**config.mk**
```make
export PLATFORM = sky130hd
export DESIGN_NAME = tl_c_release_responder
export DESIGN_NICKNAME = d
export VERILOG_FILES = /design/src/rtl/tl_c_pkg.sv /design/src/rtl/tl_c_beat_counter.sv /design/src/rtl/tl_c_release_responder.sv
export SDC_FILE = /design/constraint.sdc
export NUM_CORES = 1
export LEC_CHECK = 0
export ABC_AREA = 0
export CAP_MARGIN = 40
export CORE_UTILIZATION = 55
export CTS_CLUSTER_SIZE = 8
export DETAILED_ROUTE_END_ITERATION = 12
export DONT_BUFFER_PORTS = 1
export PLACE_DENSITY = 0.8
export SETUP_SLACK_MARGIN = 0.1
export SYNTH_ARGS = -nofsm -noshare
export SYNTH_HDL_FRONTEND = slang
export SYNTH_HIERARCHICAL = 1
export SYNTH_SLANG_ARGS = --single-unit
```
**constraint.sdc**
```tcl
create_clock -name clock -period 9.8 [get_ports clock]
set_clock_uncertainty 0.2 [all_clocks]
set_input_delay 0.98 -clock clock [delete_from_list [all_inputs] [get_ports clock]]
set_output_delay 0.98 -clock clock [all_outputs]
set_load 0.02 [all_outputs]
```
**src/rtl/tl_c_pkg.sv**
```systemverilog
// Shared TileLink channel C/D definitions for the release responder.
// Latency: n/a (types, constants and a pure function only).
// Backpressure: n/a.
package tl_c_pkg;

    // Channel C opcodes handled by the manager endpoint
    localparam logic [2:0] C_PROBE_ACK        = 3'd4;
    localparam logic [2:0] C_PROBE_ACK_DATA   = 3'd5;
    localparam logic [2:0] C_RELEASE          = 3'd6;
    localparam logic [2:0] C_RELEASE_DATA     = 3'd7;

    // Channel D opcode returned for every Release/ReleaseData
    localparam logic [2:0] D_RELEASE_ACK      = 3'd6;

    // AMBA prot user bits carried alongside channel C beats
    typedef struct packed {
        logic fetch;
        logic secure;
        logic privileged;
        logic writealloc;
        logic readalloc;
        logic modifiable;
        logic bufferable;
    } amba_prot_t;

    typedef enum logic [1:0] {
        IDLE  = 2'd0,
        BURST = 2'd1,
        ACK   = 2'd2
    } state_t;

    // Number of channel C beats a message occupies; dataless messages are one beat
    function automatic logic [15:0] beats_of(input logic [3:0] size,
                                             input logic       has_data,
                                             input int         lg_data);
        logic [15:0] n;
        n = 16'd1;
        if (has_data && (int'(size) > lg_data)) begin
            n = 16'd1 << (int'(size) - lg_data);
        end
        return n;
    endfunction

endpackage

```
**src/rtl/tl_c_beat_counter.sv**
```systemverilog
// Beat counter for channel C bursts: tracks beat index, flags the last beat, makes the address offset.
// Latency: last/offset are combinational from the registered count; count updates on the accepting edge.
// Backpressure: count only advances on beat_fire, so a stalled beat holds its index.
module tl_c_beat_counter #(
    parameter int ADDR_W     = 32,
    parameter int DATA_BYTES = 8,
    parameter int CNT_W      = 4
) (
    input  logic              clock,
    input  logic              reset,
    input  logic              beat_fire,
    input  logic [CNT_W-1:0]  beats,
    output logic              last,
    output logic [ADDR_W-1:0] offset
);
    localparam int LG_DATA = $clog2(DATA_BYTES);

    logic [CNT_W-1:0] count;

    // Advance on every accepted beat, wrapping to zero after the final one
    always_ff @(posedge clock) begin
        if (reset) begin
            count <= '0;
        end else if (beat_fire) begin
            count <= last ? '0 : count + CNT_W'(1);
        end
    end

    assign last   = (count == beats - CNT_W'(1));
    assign offset = ADDR_W'(count) << LG_DATA;

endmodule

```
**src/rtl/tl_c_release_responder.sv**
```systemverilog
// Channel C manager endpoint: streams data beats to writeback, reports probe acks, answers Releases on D.
// Latency: wb path is zero-latency pass-through; ReleaseAck / probe report / error flag appear the cycle after the last beat.
// Backpressure: c_ready follows wb_ready for data beats and drops while a ReleaseAck waits for d_ready.
module tl_c_release_responder
    import tl_c_pkg::*;
#(
    parameter int ADDR_W     = 32,
    parameter int DATA_BYTES = 8,
    parameter int LINE_BYTES = 64,
    parameter int SOURCE_W   = 4,
    parameter int SINK_W     = 2,
    parameter int SINK_ID    = 0
) (
    input  logic                    clock,
    input  logic                    reset,
    input  logic                    c_valid,
    output logic                    c_ready,
    input  logic [2:0]              c_opcode,
    input  logic [2:0]              c_param,
    input  logic [3:0]              c_size,
    input  logic [SOURCE_W-1:0]     c_source,
    input  logic [ADDR_W-1:0]       c_address,
    input  logic [8*DATA_BYTES-1:0] c_data,
    input  logic                    c_corrupt,
    input  logic [6:0]              c_prot,
    output logic                    wb_valid,
    input  logic                    wb_ready,
    output logic [ADDR_W-1:0]       wb_addr,
    output logic [8*DATA_BYTES-1:0] wb_data,
    output logic                    wb_last,
    output logic [6:0]              wb_prot,
    output logic                    wb_corrupt,
    output logic                    wb_is_probe,
    output logic                    pack_valid,
    output logic [2:0]              pack_param,
    output logic [SOURCE_W-1:0]     pack_source,
    output logic                    pack_data,
    output logic                    d_valid,
    input  logic                    d_ready,
    output logic [2:0]              d_opcode,
    output logic [1:0]              d_param,
    output logic [3:0]              d_size,
    output logic [SOURCE_W-1:0]     d_source,
    output logic [SINK_W-1:0]       d_sink,
    output logic                    d_denied,
    output logic                    err_pulse
);
    localparam int LG_DATA = $clog2(DATA_BYTES);
    localparam int LG_LINE = $clog2(LINE_BYTES);
    localparam int CNT_W   = $clog2(LINE_BYTES / DATA_BYTES) + 1;

    state_t              state, state_nxt;
    logic [2:0]          lat_opcode, lat_param;
    logic [3:0]          lat_size;
    logic [SOURCE_W-1:0] lat_source;
    logic [ADDR_W-1:0]   lat_address;
    amba_prot_t          lat_prot;

    logic                in_idle, has_data, size_bad, misaligned, mismatch;
    logic                c_fire, beat_fire, last_beat, is_release, latch_en;
    logic [2:0]          cur_opcode;
    logic [3:0]          cur_size;
    logic [CNT_W-1:0]    beats;
    logic [ADDR_W-1:0]   beat_offset, align_mask;
    logic                d_vld_nxt, pack_vld_nxt, err_nxt;

    // First beat is described by the live inputs, later beats by what was latched at burst start
    assign in_idle    = (state == IDLE);
    assign has_data   = c_opcode[0];
    assign cur_opcode = in_idle ? c_opcode : lat_opcode;
    assign cur_size   = in_idle ? c_size : lat_size;
    assign beats      = CNT_W'(beats_of(cur_size, cur_opcode[0], LG_DATA));
    assign is_release = (cur_opcode == C_RELEASE) || (cur_opcode == C_RELEASE_DATA);

    // Oversized first beats are swallowed as one beat with nothing forwarded
    assign size_bad   = in_idle && (c_size > 4'(LG_LINE));
    assign align_mask = (ADDR_W'(1) << c_size) - ADDR_W'(1);
    assign misaligned = |(c_address & align_mask);
    assign mismatch   = (c_opcode != lat_opcode) || (c_source != lat_source) || (c_size != lat_size);

    assign c_ready    = (state != ACK) && (!has_data || wb_ready);
    assign c_fire     = c_valid && c_ready;
    assign beat_fire  = c_fire && !size_bad;

    tl_c_beat_counter #(
        .ADDR_W     (ADDR_W),
        .DATA_BYTES (DATA_BYTES),
        .CNT_W      (CNT_W)
    ) u_beat_counter (
        .clock     (clock),
        .reset     (reset),
        .beat_fire (beat_fire),
        .beats     (beats),
        .last      (last_beat),
        .offset    (beat_offset)
    );

    // Writeback stream is a straight pass-through of channel C
    assign wb_valid    = c_valid && has_data && (state != ACK) && !size_bad;
    assign wb_addr     = in_idle ? c_address : lat_address + beat_offset;
    assign wb_data     = c_data;
    assign wb_last     = last_beat;
    assign wb_prot     = in_idle ? c_prot : lat_prot;
    assign wb_corrupt  = c_corrupt;
    assign wb_is_probe = !cur_opcode[1];

    assign pack_param  = lat_param;
    assign pack_source = lat_source;
    assign pack_data   = lat_opcode[0];

    assign d_opcode    = D_RELEASE_ACK;
    assign d_param     = 2'd0;
    assign d_size      = lat_size;
    assign d_source    = lat_source;
    assign d_sink      = SINK_W'(SINK_ID);
    assign d_denied    = 1'b0;

    // State register
    always_ff @(posedge clock) begin
        if (reset) state <= IDLE;
        else       state <= state_nxt;
    end

    // Next state, first-beat latch enable and next values of the registered pulses
    always_comb begin
        state_nxt    = state;
        d_vld_nxt    = d_valid;
        pack_vld_nxt = 1'b0;
        err_nxt      = 1'b0;
        latch_en     = 1'b0;
        case (state)
            IDLE: begin
                if (c_fire) begin
                    if (size_bad) begin
                        err_nxt = 1'b1;
                    end else begin
                        latch_en = 1'b1;
                        err_nxt  = misaligned;
                        if (!last_beat)      state_nxt = BURST;
                        else if (is_release) begin
                            state_nxt = ACK;
                            d_vld_nxt = 1'b1;
                        end else             pack_vld_nxt = 1'b1;
                    end
                end
            end
            BURST: begin
                if (c_fire) begin
                    err_nxt = mismatch;
                    if (last_beat) begin
                        if (is_release) begin
                            state_nxt = ACK;
                            d_vld_nxt = 1'b1;
                        end else begin
                            state_nxt    = IDLE;
                            pack_vld_nxt = 1'b1;
                        end
                    end
                end
            end
            ACK: begin
                if (d_ready) begin
                    state_nxt = IDLE;
                    d_vld_nxt = 1'b0;
                end
            end
            default: state_nxt = IDLE;
        endcase
    end

    // Registered handshake outputs and first-beat message fields
    always_ff @(posedge clock) begin
        if (reset) begin
            d_valid     <= 1'b0;
            pack_valid  <= 1'b0;
            err_pulse   <= 1'b0;
            lat_opcode  <= '0;
            lat_param   <= '0;
            lat_size    <= '0;
            lat_source  <= '0;
            lat_address <= '0;
            lat_prot    <= '0;
        end else begin
            d_valid    <= d_vld_nxt;
            pack_valid <= pack_vld_nxt;
            err_pulse  <= err_nxt;
            if (latch_en) begin
                lat_opcode  <= c_opcode;
                lat_param   <= c_param;
                lat_size    <= c_size;
                lat_source  <= c_source;
                lat_address <= c_address;
                lat_prot    <= amba_prot_t'(c_prot);
            end
        end
    end

endmodule

```
### Word level (Yosys, flattened, before mapping)

Index checks and enable logic that the tools add are counted.

* logic and storage cells: 97
* bits in registers: 62
* output and inout bits: 135
* input port bits: 123

* bitwise gates (word level): 1
* order comparisons: 2
* muxes and demuxes: 35
* shift operators: 2
* reductions and logical operators: 20
* $add $sub $neg: 5
* equality and inequality tests: 15

Operator list (count)
* $add 32x7->32: 1
* $and 32x32->32: 1
* $mux 32: 1
* $reduce_or 32->1: 1
* $shl 1x32->4 const A: 1
* $shl 1x4->32 const A: 1
* $sub 32x2->32 const B: 1
* $mux 1: 17
* $mux 2: 8
* $mux 4: 3
* $ne 2x2->1 const B: 5
* $logic_and 1x1->1: 8
* $ne 4x4->1: 2
* $mux 7: 1
* $eq 3x3->1 const B: 2
* $pmux 2 s3: 1
* $reduce_and 6->1: 1
* $reduce_and 5->1: 1
* $sub 4x2->5 const B: 1
* $add 4x1->4 const B: 1
* $eq 4x4->1: 1
* $gt 4x2->1 const B: 1
* $gt 4x3->1 const B: 1
* $logic_or 1x1->1: 4
* 12 further kinds: 15

### Depth between registers and ports, before layout

Gate-level depths: netlist of run 1.

* depth in word-level cells: 11
* depth in mapped cells: 17
* mapped depth without buffers: 16

### Cells and area by module

Netlist of run 1, hierarchy kept.

Modules (own cells, without submodules)
* tl_c_release_responder: cells each 744, sequential area each 1161.1 µm², times used 1, area an instance 5211.2 µm²
* tl_c_beat_counter: cells each 59, sequential area each 80.1 µm², times used 1, area an instance 486.7 µm²

### Worst setup path before layout of run 1

No wires, ideal clock.

* path kind: input to output
* from: input port c_size[0]
* to: output port wb_last
* arrival time: 3.391 ns
* buffers on the path: 1
* slack: 5.229 ns
* cell stages on the path: 12
* path through: clkbuf_1 > mux2i_1 > inv_1 > ha_1 > nor3b_1 > o21bai_1 > o211ai_1 > inv_1 > ha_1 > xnor3_1 > nand3_2 > nor2_1

* word-level cells in the longest chain between the ends: 6
* elaborated cells between the ends (all ways): 8
* those cells by class: 2 x add/sub; 1 x order compare; 1 x eq/ne; 1 x shift; 2 x mux; 1 x reduce/logical

Ends and longest elaborated chain
* from (decl): line tl_c_release_responder.sv:20 `input logic [3:0] c_size,`
* $mux 4 (*): line tl_c_release_responder.sv:71 `assign cur_size = in_idle ? c_size : lat_size;`
* $sub 4x2->5 or $gt 4x2->1 (tied branches): line tl_c_pkg.sv:39, tl_c_pkg.sv:38
* $shl 1x32->4 or $logic_and 1x1->1 (tied branches): line tl_c_pkg.sv:39, tl_c_pkg.sv:38
* $mux 4 (*): line tl_c_pkg.sv:38 `if (has_data && (int'(size) > lg_data)) begin`
* named net beats[0]: line tl_c_release_responder.sv:63 `logic [CNT_W-1:0] beats;`
* $sub 4x1->4 (*): line tl_c_beat_counter.sv:29 `assign last = (count == beats - CNT_W'(1));`
* $eq 4x4->1 (*): line tl_c_beat_counter.sv:29
* to (decl): line tl_c_release_responder.sv:30 `output logic wb_last,`

Mark *: on every way through the listed nets, which the timed path passes. The rest lies on a longest branch.

### Worst setup path in the final report of run 1

* from: register state[1]
* to: output port wb_last

* word-level cells in the longest chain between the ends: 7
* elaborated cells between the ends (all ways): 10
* those cells by class: 2 x add/sub; 1 x order compare; 1 x eq/ne; 1 x shift; 3 x mux; 2 x reduce/logical

Ends and longest elaborated chain
* from (decl): line tl_c_release_responder.sv:52 `state_t state, state_nxt;`
* from (signal assigned): line tl_c_release_responder.sv:121 `else state <= state_nxt;`
* $logic_not 2->1 (*): line tl_c_release_responder.sv:68 `assign in_idle = (state == IDLE);`
* $mux 4: line tl_c_release_responder.sv:71
* $sub 4x2->5 or $gt 4x2->1 (tied branches): line tl_c_pkg.sv:39, tl_c_pkg.sv:38
* $shl 1x32->4 or $logic_and 1x1->1 (tied branches): line tl_c_pkg.sv:39, tl_c_pkg.sv:38
* $mux 4 (*): line tl_c_pkg.sv:38
* named net beats[1]: line tl_c_release_responder.sv:63
* $sub 4x1->4 (*): line tl_c_beat_counter.sv:29
* $eq 4x4->1 (*): line tl_c_beat_counter.sv:29

Marked as above.

==> out/metrics.cfg, run 1 <==
[setup_path]
critPathCaptureType=primary output
critPathMaxFanout=53
worstSetupStartpointType=flip-flop
ff2ff_path_depth=15
crit_type=reg -> out
cp.required_ps=8620
cp.arrival_ps=4190

[cts]
clockBufferDepth=2
path_clk_slew_ps=70
htreeDepth=3
cts_buffers=9
hold_buffers=0
clk_latency_ps=360
cts_resized=0
cts_root_buffer=clkbuf_8
cts_num_sinks=62
cts_tree=done
post_cts_buffers=0

[synth]
syn_area_per_cell_um2=7.10
synth.distinct_cells=58
ys.warnings.count=6
yosysTopAreaCell=dfxtp_1
synth-async-reset-ratio_pct=0
synth_edf_count=0
ys_seq_elements=62
synthCells=803
synth_ff_type=dfxtp_1
syn-cell-area_um2=5700
yosysSeqAreaShare_pct=21.8
yosysTopAreaCellShare_pct=21.8
synth_area_leaders=dfxtp_1, buf_4, nand2_1

[grt]
grt_pass1_wl_mm=23.0
grt_overflow=0
antenna_found_initial=0
grt_pass1_vias=4856
met2_usage_pct=46.2
grt_usage_pct=26.5
met3_usage_pct=7.49
grt.met1_usage_pct=29.9
grt_max_degree=62
grt-busiest-layer=met2

[floorplanning]
rows=36
dieArea_um2=10800
initial_core_util_pct=57.5
fp.dieH_um=104
ios=258
core_area_um2=9910
dieWidth_um=104

[sta]
fin_setup_tns_ps=0
max_freq_mhz=186
layout_setup_ws_ps=4430
period_share_pct=54.8
report.final.slew_viol_count=0
hold_ws_ps=253
setup_viol=0
rsz0062_at_grt=no
post-route-min-period_ps=5370
final_hold_viol_count=0
maxSlewHeadroom_pct=41.7
worst_pin_slew_ps=866

[final_layout]
nets=871
instances_no_fill=849
ff_latch_area_um2=1240
diodes=0
fillers=967
multi_input_area_um2=3610
drive_above_1_share_pct=4.75
layout_commonest_cell=nand2_1
area_growth_syn_to_layout_pct=-6.08
layout_common_cells=nand2_1, a21oi_1, dfxtp_1

[route]
drt_iter0_markers=324
drt-total-wl_mm=14.2
drt-pass1-iter-count=5
dr_total_vias=5040
drc=0
wire_per_inst_um=16.8
ant_nets=0
viasPerCell=5.94

[min_path]
holdPathStages=2
holdCritPathClass=reg -> reg

[power_and_ir_drop]
p_per_area_nw_per_um2=136
leakage_nw=2.32
power_uw=729
vdd_drop_max_mv=0.0881

[place]
gp_congestion=0.879
placed_cells=833
numPortBuffers=0
dp_hpwl_mm=10.5
pre_cts_slack_ps=4880

[outcome]
status=finished, final reports clean

[run]
max-cap-violations=0

[flip-flops by register name (all words and copies together), names as in the netlist, 2 cells and up]
register              flops
d_size                    4
d_source                  4
lat_address              32
lat_opcode                3
lat_prot                  7
pack_param                3
state                     2
u_beat_counter/count      4
[synthesized netlist by cell type, types with 6 or more instances]
master / instances
xor2_1: 25
nor2b_1: 6
a21oi_1: 102
inv_1: 17
dfxtp_1: 62
a21o_1: 20
clkbuf_1: 35
nor4_1: 7
a221oi_1: 6
nor2_1: 48
buf_4: 105
nor3_1: 14
nand4_1: 13
nand3_1: 11
xnor2_1: 14
mux2i_1: 6
ha_1: 36
o21ai_0: 25
nand2_1: 174
[cell type report]
| type | count | share of cell area (%) |
|---|---|---|
| clock inverter | 7 | 1.38 |
| clock buffer | 9 | 2.31 |
| multi-input combinational | 616 | 67.4 |
| timing repair buffer | 5 | 1.38 |
| sequential | 62 | 23.2 |
| tap | 133 | 3.11 |
| inverter | 17 | 1.19 |
[power by group]
group | switching (mW) | total, mW | internal [mW] | leakage (nW)
registers | 0.0151 | 0.280 | 0.265 | 0.505
logic | 0.144 | 0.216 | 0.0720 | 1.72
clock network | 0.115 | 0.233 | 0.118 | 0.0996
total | 0.274 | 0.729 | 0.455 | 2.32
[worst paths after layout]
check                              to  slack [ps]                startpoint
min          lat_prot[1]$_SDFFE_PP0P_         250  lat_prot[1]$_SDFFE_PP0P_
max reg2reg      d_valid$_SDFFE_PP0P_        5190     state[1]$_SDFFE_PP0P_
min reg2reg  lat_prot[1]$_SDFFE_PP0P_         250  lat_prot[1]$_SDFFE_PP0P_
max                           wb_last        4430     state[1]$_SDFFE_PP0P_
[layer usage]
metal / part of all wire [%] / vias up
met5: 0 / -
met4: 2.5 / 0
met3: 8.9 / 48
met2: 49 / 244
met1: 40 / 2316
li1: - / 2432
[critical path, stage by stage, from the launching register on]
cell	delay (ps)
dfxtp_1	400
nor2_4	110
buf_4	490
mux2i_1	480
inv_1	120
ha_1	260
nor3b_1	260
o21bai_1	150
a211oi_1	350
inv_1	80
ha_1	300
xor2_1	200
nand3_2	130
nor2_1	490
[stage by stage]
step	util, %	area [µm²]
floorplan	-	5820
global placement	51.4	5090
detailed placement	52.0	5150
CTS	54.0	5350
global route	54.0	5350
finish	54.0	5350
[logic make-up after synthesis]
group	synth area share (%)
AO/OA/AOI/OAI	21.8
XOR/XNOR	6.39
adder cells (fa/ha/maj)	8.26
buffers and inverters	17.3
flip-flops	21.8
multiplexers	1.05
other	0.198
AND/OR/NAND/NOR	23.2
No activity file was read; power rests on OpenSTA's default activity.
==> run 2: changes to the inputs <==
- clock period: 9.8 -> 5.35 ns (I/O delays scaled with it)
==> out/metrics.cfg, run 2 (synthesis results as in run 1) <==
[outcome]
status=finished, final reports clean

[cts]
path_clk_slew_ps=70
cts_num_sinks=62
cts_tree=done
clk_latency_ps=350
cts_resized=0
cts_root_buffer=clkbuf_8
htreeDepth=3
hold_buffers=0
clockBufferDepth=2
post_cts_buffers=0
cts_buffers=9

[final_layout]
top_regs=lat_address: 32 flops, lat_prot: 7 flops
nets=872
diodes=0
fillers=944
drive_above_1_share_pct=4.34
layout_common_cells=nand2_1, a21oi_1, dfxtp_1
area_growth_syn_to_layout_pct=-7.05
largest_reg_flops=32
layout_commonest_cell=nand2_1
top_register=lat_address

[floorplanning]
dieWidth_um=104
core_area_um2=9910
initial_core_util_pct=57.5
rows=36
dieArea_um2=10800
fp.dieH_um=104
ios=258

[sta]
report.final.slew_viol_count=0
rsz0062_at_grt=no
period_share_pct=85.2
final_hold_viol_count=0
layout_setup_ws_ps=791
post-route-min-period_ps=4560
setup_viol=0
max_freq_mhz=219
maxSlewHeadroom_pct=42.4
worst_pin_slew_ps=857
fin_setup_tns_ps=0

[setup_path]
cpMaxStageDelayCell=nor2_1
critPathMaxFanout=10
worstSetupStartpointType=flip-flop
cp.arrival_ps=3820
max_stage_delay_ps=510
cp.required_ps=4620
crit_chain=nor2_4, mux2i_1, inv_1, ha_1, nor3b_1, o21bai_1, o211ai_1, inv_1, ha_1, xnor3_1, nand3_2, nor2_1
critPathCaptureType=primary output
crit_type=reg -> out

[route]
drc=0
viasPerCell=5.97
ant_nets=0
dr_total_vias=5063
wire_per_inst_um=16.9
drt_iter0_markers=371
drt-total-wl_mm=14.4
drt-pass1-iter-count=5

[power_and_ir_drop]
vdd_drop_max_mv=0.152
p_per_area_nw_per_um2=239
leakage_nw=2.30

[place]
pre_cts_slack_ps=1210
gp_congestion=0.943
dp_hpwl_mm=10.6
numPortBuffers=0

[grt]
grt_max_degree=62
grt_pass1_vias=4863
grt_overflow=0
grt_usage_pct=26.8
antenna_found_initial=0
grt_pass1_wl_mm=23.5

[run]
max-cap-violations=0

[min_path]
holdCritPathClass=in -> reg

-- run 2: cell types whose count changed in the layout (fill, tap and decap cells not counted), sizes merged --
cell,before,now
bufinv,1,0
clkinv,4,2
clkbuf,9,12
inv,18,17
clkinvlp,1,0
buf,4,5
-- run 2: path summary, 6_finish.rpt --
path,from,endpoint,slack [ps],cells after the start
setup / recovery,state[1]$_SDFFE_PP0P_,wb_last,790,12
hold / removal,reset,lat_opcode[2]$_SDFFE_PP0P_,50,1
setup reg to reg,state[1]$_SDFFE_PP0P_,d_valid$_SDFFE_PP0P_,1070,14
hold reg to reg,lat_prot[1]$_SDFFE_PP0P_,lat_prot[1]$_SDFFE_PP0P_,250,2
-- run 2: worst max-delay path, delay by kind of cell (launching register included) --
kind / cells / cell delay [ps]
AOI/OAI and AO/OA: 2 / 470
xor gates and xnor gates: 1 / 290
adders and majority gates: 2 / 470
buffers and inverters: 2 / 220
DFF: 1 / 400
muxes: 1 / 460
and+or+nand+nor: 4 / 1150
-- run 2: per-layer routing --
metal	GRT usage, %	wire length, µm	vias to the layer above
li1	-	-	2439
met5	0	0	-
met2	44.3	6700	263
met4	16.0	620	0
met3	6.61	1320	66
met1	31.4	5710	2295
-- run 2: metrics by stage --
step / util, % / hold slack [ps] / std cells / cell area (µm²) / total power, mW
finish: 53.4 / 45.1 / 848 / 5300 / 1.27
global route: 53.4 / 26.2 / 848 / 5300 / 1.34
CTS: 53.4 / 33.4 / 848 / 5300 / 1.27
detailed placement: 51.9 / 243 / 834 / 5140 / 0.909
global placement: 51.6 / 236 / 832 / 5110 / 0.891
floorplan: - / 237 / 836 / 5820 / 0.941
-- run 2: final cells by class --
cell class / count / area (µm²) / area share, %
timing repair buffer: 6 / 61.3 / 1.16
clock buffer: 12 / 145 / 2.74
clock inverter: 2 / 10.0 / 0.189
inverter: 17 / 63.8 / 1.20
sequential: 62 / 1240 / 23.4
multi-input combinational: 616 / 3610 / 68.1
tap: 133 / 166 / 3.14
-- run 2: report_power, final --
group	total (mW)	switching [mW]	internal, mW
sequential	0.514	0.0283	0.486
clock	0.360	0.186	0.174
combinational	0.393	0.264	0.129
==> run 3: changes to the inputs <==
- CORE_ASPECT_RATIO: unset -> 1.25
- MAX_ROUTING_LAYER: unset -> met4
- REMOVE_ABC_BUFFERS: unset -> 1
==> out/metrics.cfg, run 3 (synthesis results as in run 1) <==
[sta]
setup_viol=0
fin_setup_tns_ps=0
report.final.slew_viol_count=0
rsz0062_at_grt=no
period_share_pct=88.9
post-route-min-period_ps=4750
worst_pin_slew_ps=860
maxSlewHeadroom_pct=42.1
max_freq_mhz=210
final_hold_viol_count=0

[cts]
cts_tree=done
clockBufferDepth=2
path_clk_slew_ps=50
htreeDepth=3
hold_buffers=0
cts_root_buffer=clkbuf_16
cts_resized=0
cts_buffers=9
cts_num_sinks=62
post_cts_buffers=0
clk_latency_ps=340

[min_path]
holdCritPathClass=in -> reg
holdPathStages=1
hold_start=reset

[final_layout]
layout_commonest_cell=nand2_1
nets=872
instances_no_fill=846
largest_reg_flops=32
fillers=1025
area_growth_syn_to_layout_pct=-4.00
top_register=lat_address
layout_common_cells=nand2_1, a21oi_1, dfxtp_1
drive_above_1_share_pct=4.60
diodes=0
top_regs=lat_address: 32 flops, lat_prot: 7 flops
final_cell_area_um2=5470

[route]
drt-total-wl_mm=20.8
dr_total_vias=5121
drc=0
ant_nets=0
drt_iter0_markers=221
viasPerCell=6.05
wire_per_inst_um=24.6
drt-pass1-iter-count=5

[setup_path]
critPathMaxFanout=21
r2r_start=state[1]$_SDFFE_PP0P_
cp.arrival_ps=4020
worstSetupStartpointType=flip-flop
rrSetupSlack_ps=840
cp.depth=12
crit_chain=nor2_4, mux2i_1, inv_1, ha_1, nor3b_1, o21bai_1, o211ai_1, inv_1, ha_1, xor2_1, nand3_2, nor2_1
cp-startpoint=state[1]$_SDFFE_PP0P_
crit_type=reg -> out
cp.required_ps=4620
crit_family=simple AND/OR/NAND/NOR gates
crit_buf_inv=2
max_stage_delay_ps=550
ff2ff_path_depth=14
critPathCaptureType=primary output
cpMaxStageDelayCell=nor2_1

[place]
numPortBuffers=0
dp_hpwl_mm=16.9
placed_cells=830
placed_area_um2=5120
gp_congestion=1.01

[outcome]
status=finished, final reports clean

[grt]
grt_pass1_vias=4486
grt_max_degree=62
grt_pass1_wl_mm=29.3
grt-busiest-layer=met2
met3_usage_pct=32.2
grt_usage_pct=39.3
antenna_found_initial=0
met2_usage_pct=62.0
grt_overflow=0
grt.met1_usage_pct=30.5

[floorplanning]
dieArea_um2=10800
core_area_um2=10100
ios=258
initial_core_util_pct=56.4
fp.dieH_um=116
dieWidth_um=93.0
rows=41

[run]
max-cap-violations=0

[power_and_ir_drop]
leakage_nw=2.38
power_mw=1.60
p_sw_uw=515
p_comb_share_pct=24.5
internal-power_mw=1.08
clkPwrFrac_pct=43.3
p_sw_share_pct=32.2
vdd_drop_max_mv=0.174
p_per_area_nw_per_um2=292
p_seq_share_pct=32.2

-- run 3: area by class of cell --
cell class / instances / area [µm²] / area share, %
well taps: 129 / 161 / 2.95
clock inverters: 5 / 106 / 1.94
repair buffers: 6 / 48.8 / 0.892
clock buffers: 11 / 243 / 4.44
multi-input cells: 616 / 3610 / 65.9
flip-flops and latches: 62 / 1240 / 22.7
inverters: 17 / 63.8 / 1.17
-- run 3: final timing paths --
check | to
hold / removal | lat_address[11]$_SDFFE_PP0P_
setup reg to reg | d_valid$_SDFFE_PP0P_
hold reg to reg | lat_prot[0]$_SDFFE_PP0P_
setup / recovery | wb_last
-- run 3: per-layer routing --
metal | wire length, µm | vias to the layer above
met5 | 0 | -
met4 | 1490 | 0
met1 | 5950 | 2319
met2 | 9470 | 297
met3 | 3920 | 55
li1 | - | 2450
-- run 3: power by group through the flow --
stage                     logic [mW]  clock network, mW  registers, mW
after floorplan                0.316                  0          0.519
after global placement         0.373                  0          0.523
after detailed placement       0.383                  0          0.524
after CTS                      0.384              0.697          0.515
after global routing           0.431              0.716          0.517
final                          0.392              0.692          0.515
-- run 3: per-stage QoR --
| step | util [%] | hold WS [ps] | setup slack, ps |
|---|---|---|---|
| after floorplan | - | 231 | 96.2 |
| after global placement | 50.6 | 236 | 1220 |
| after detailed placement | 50.7 | 245 | 945 |
| after CTS | 54.1 | 62.4 | 645 |
| after global routing | 54.1 | 65.3 | 266 |
| final | 54.1 | 64.0 | 596 |
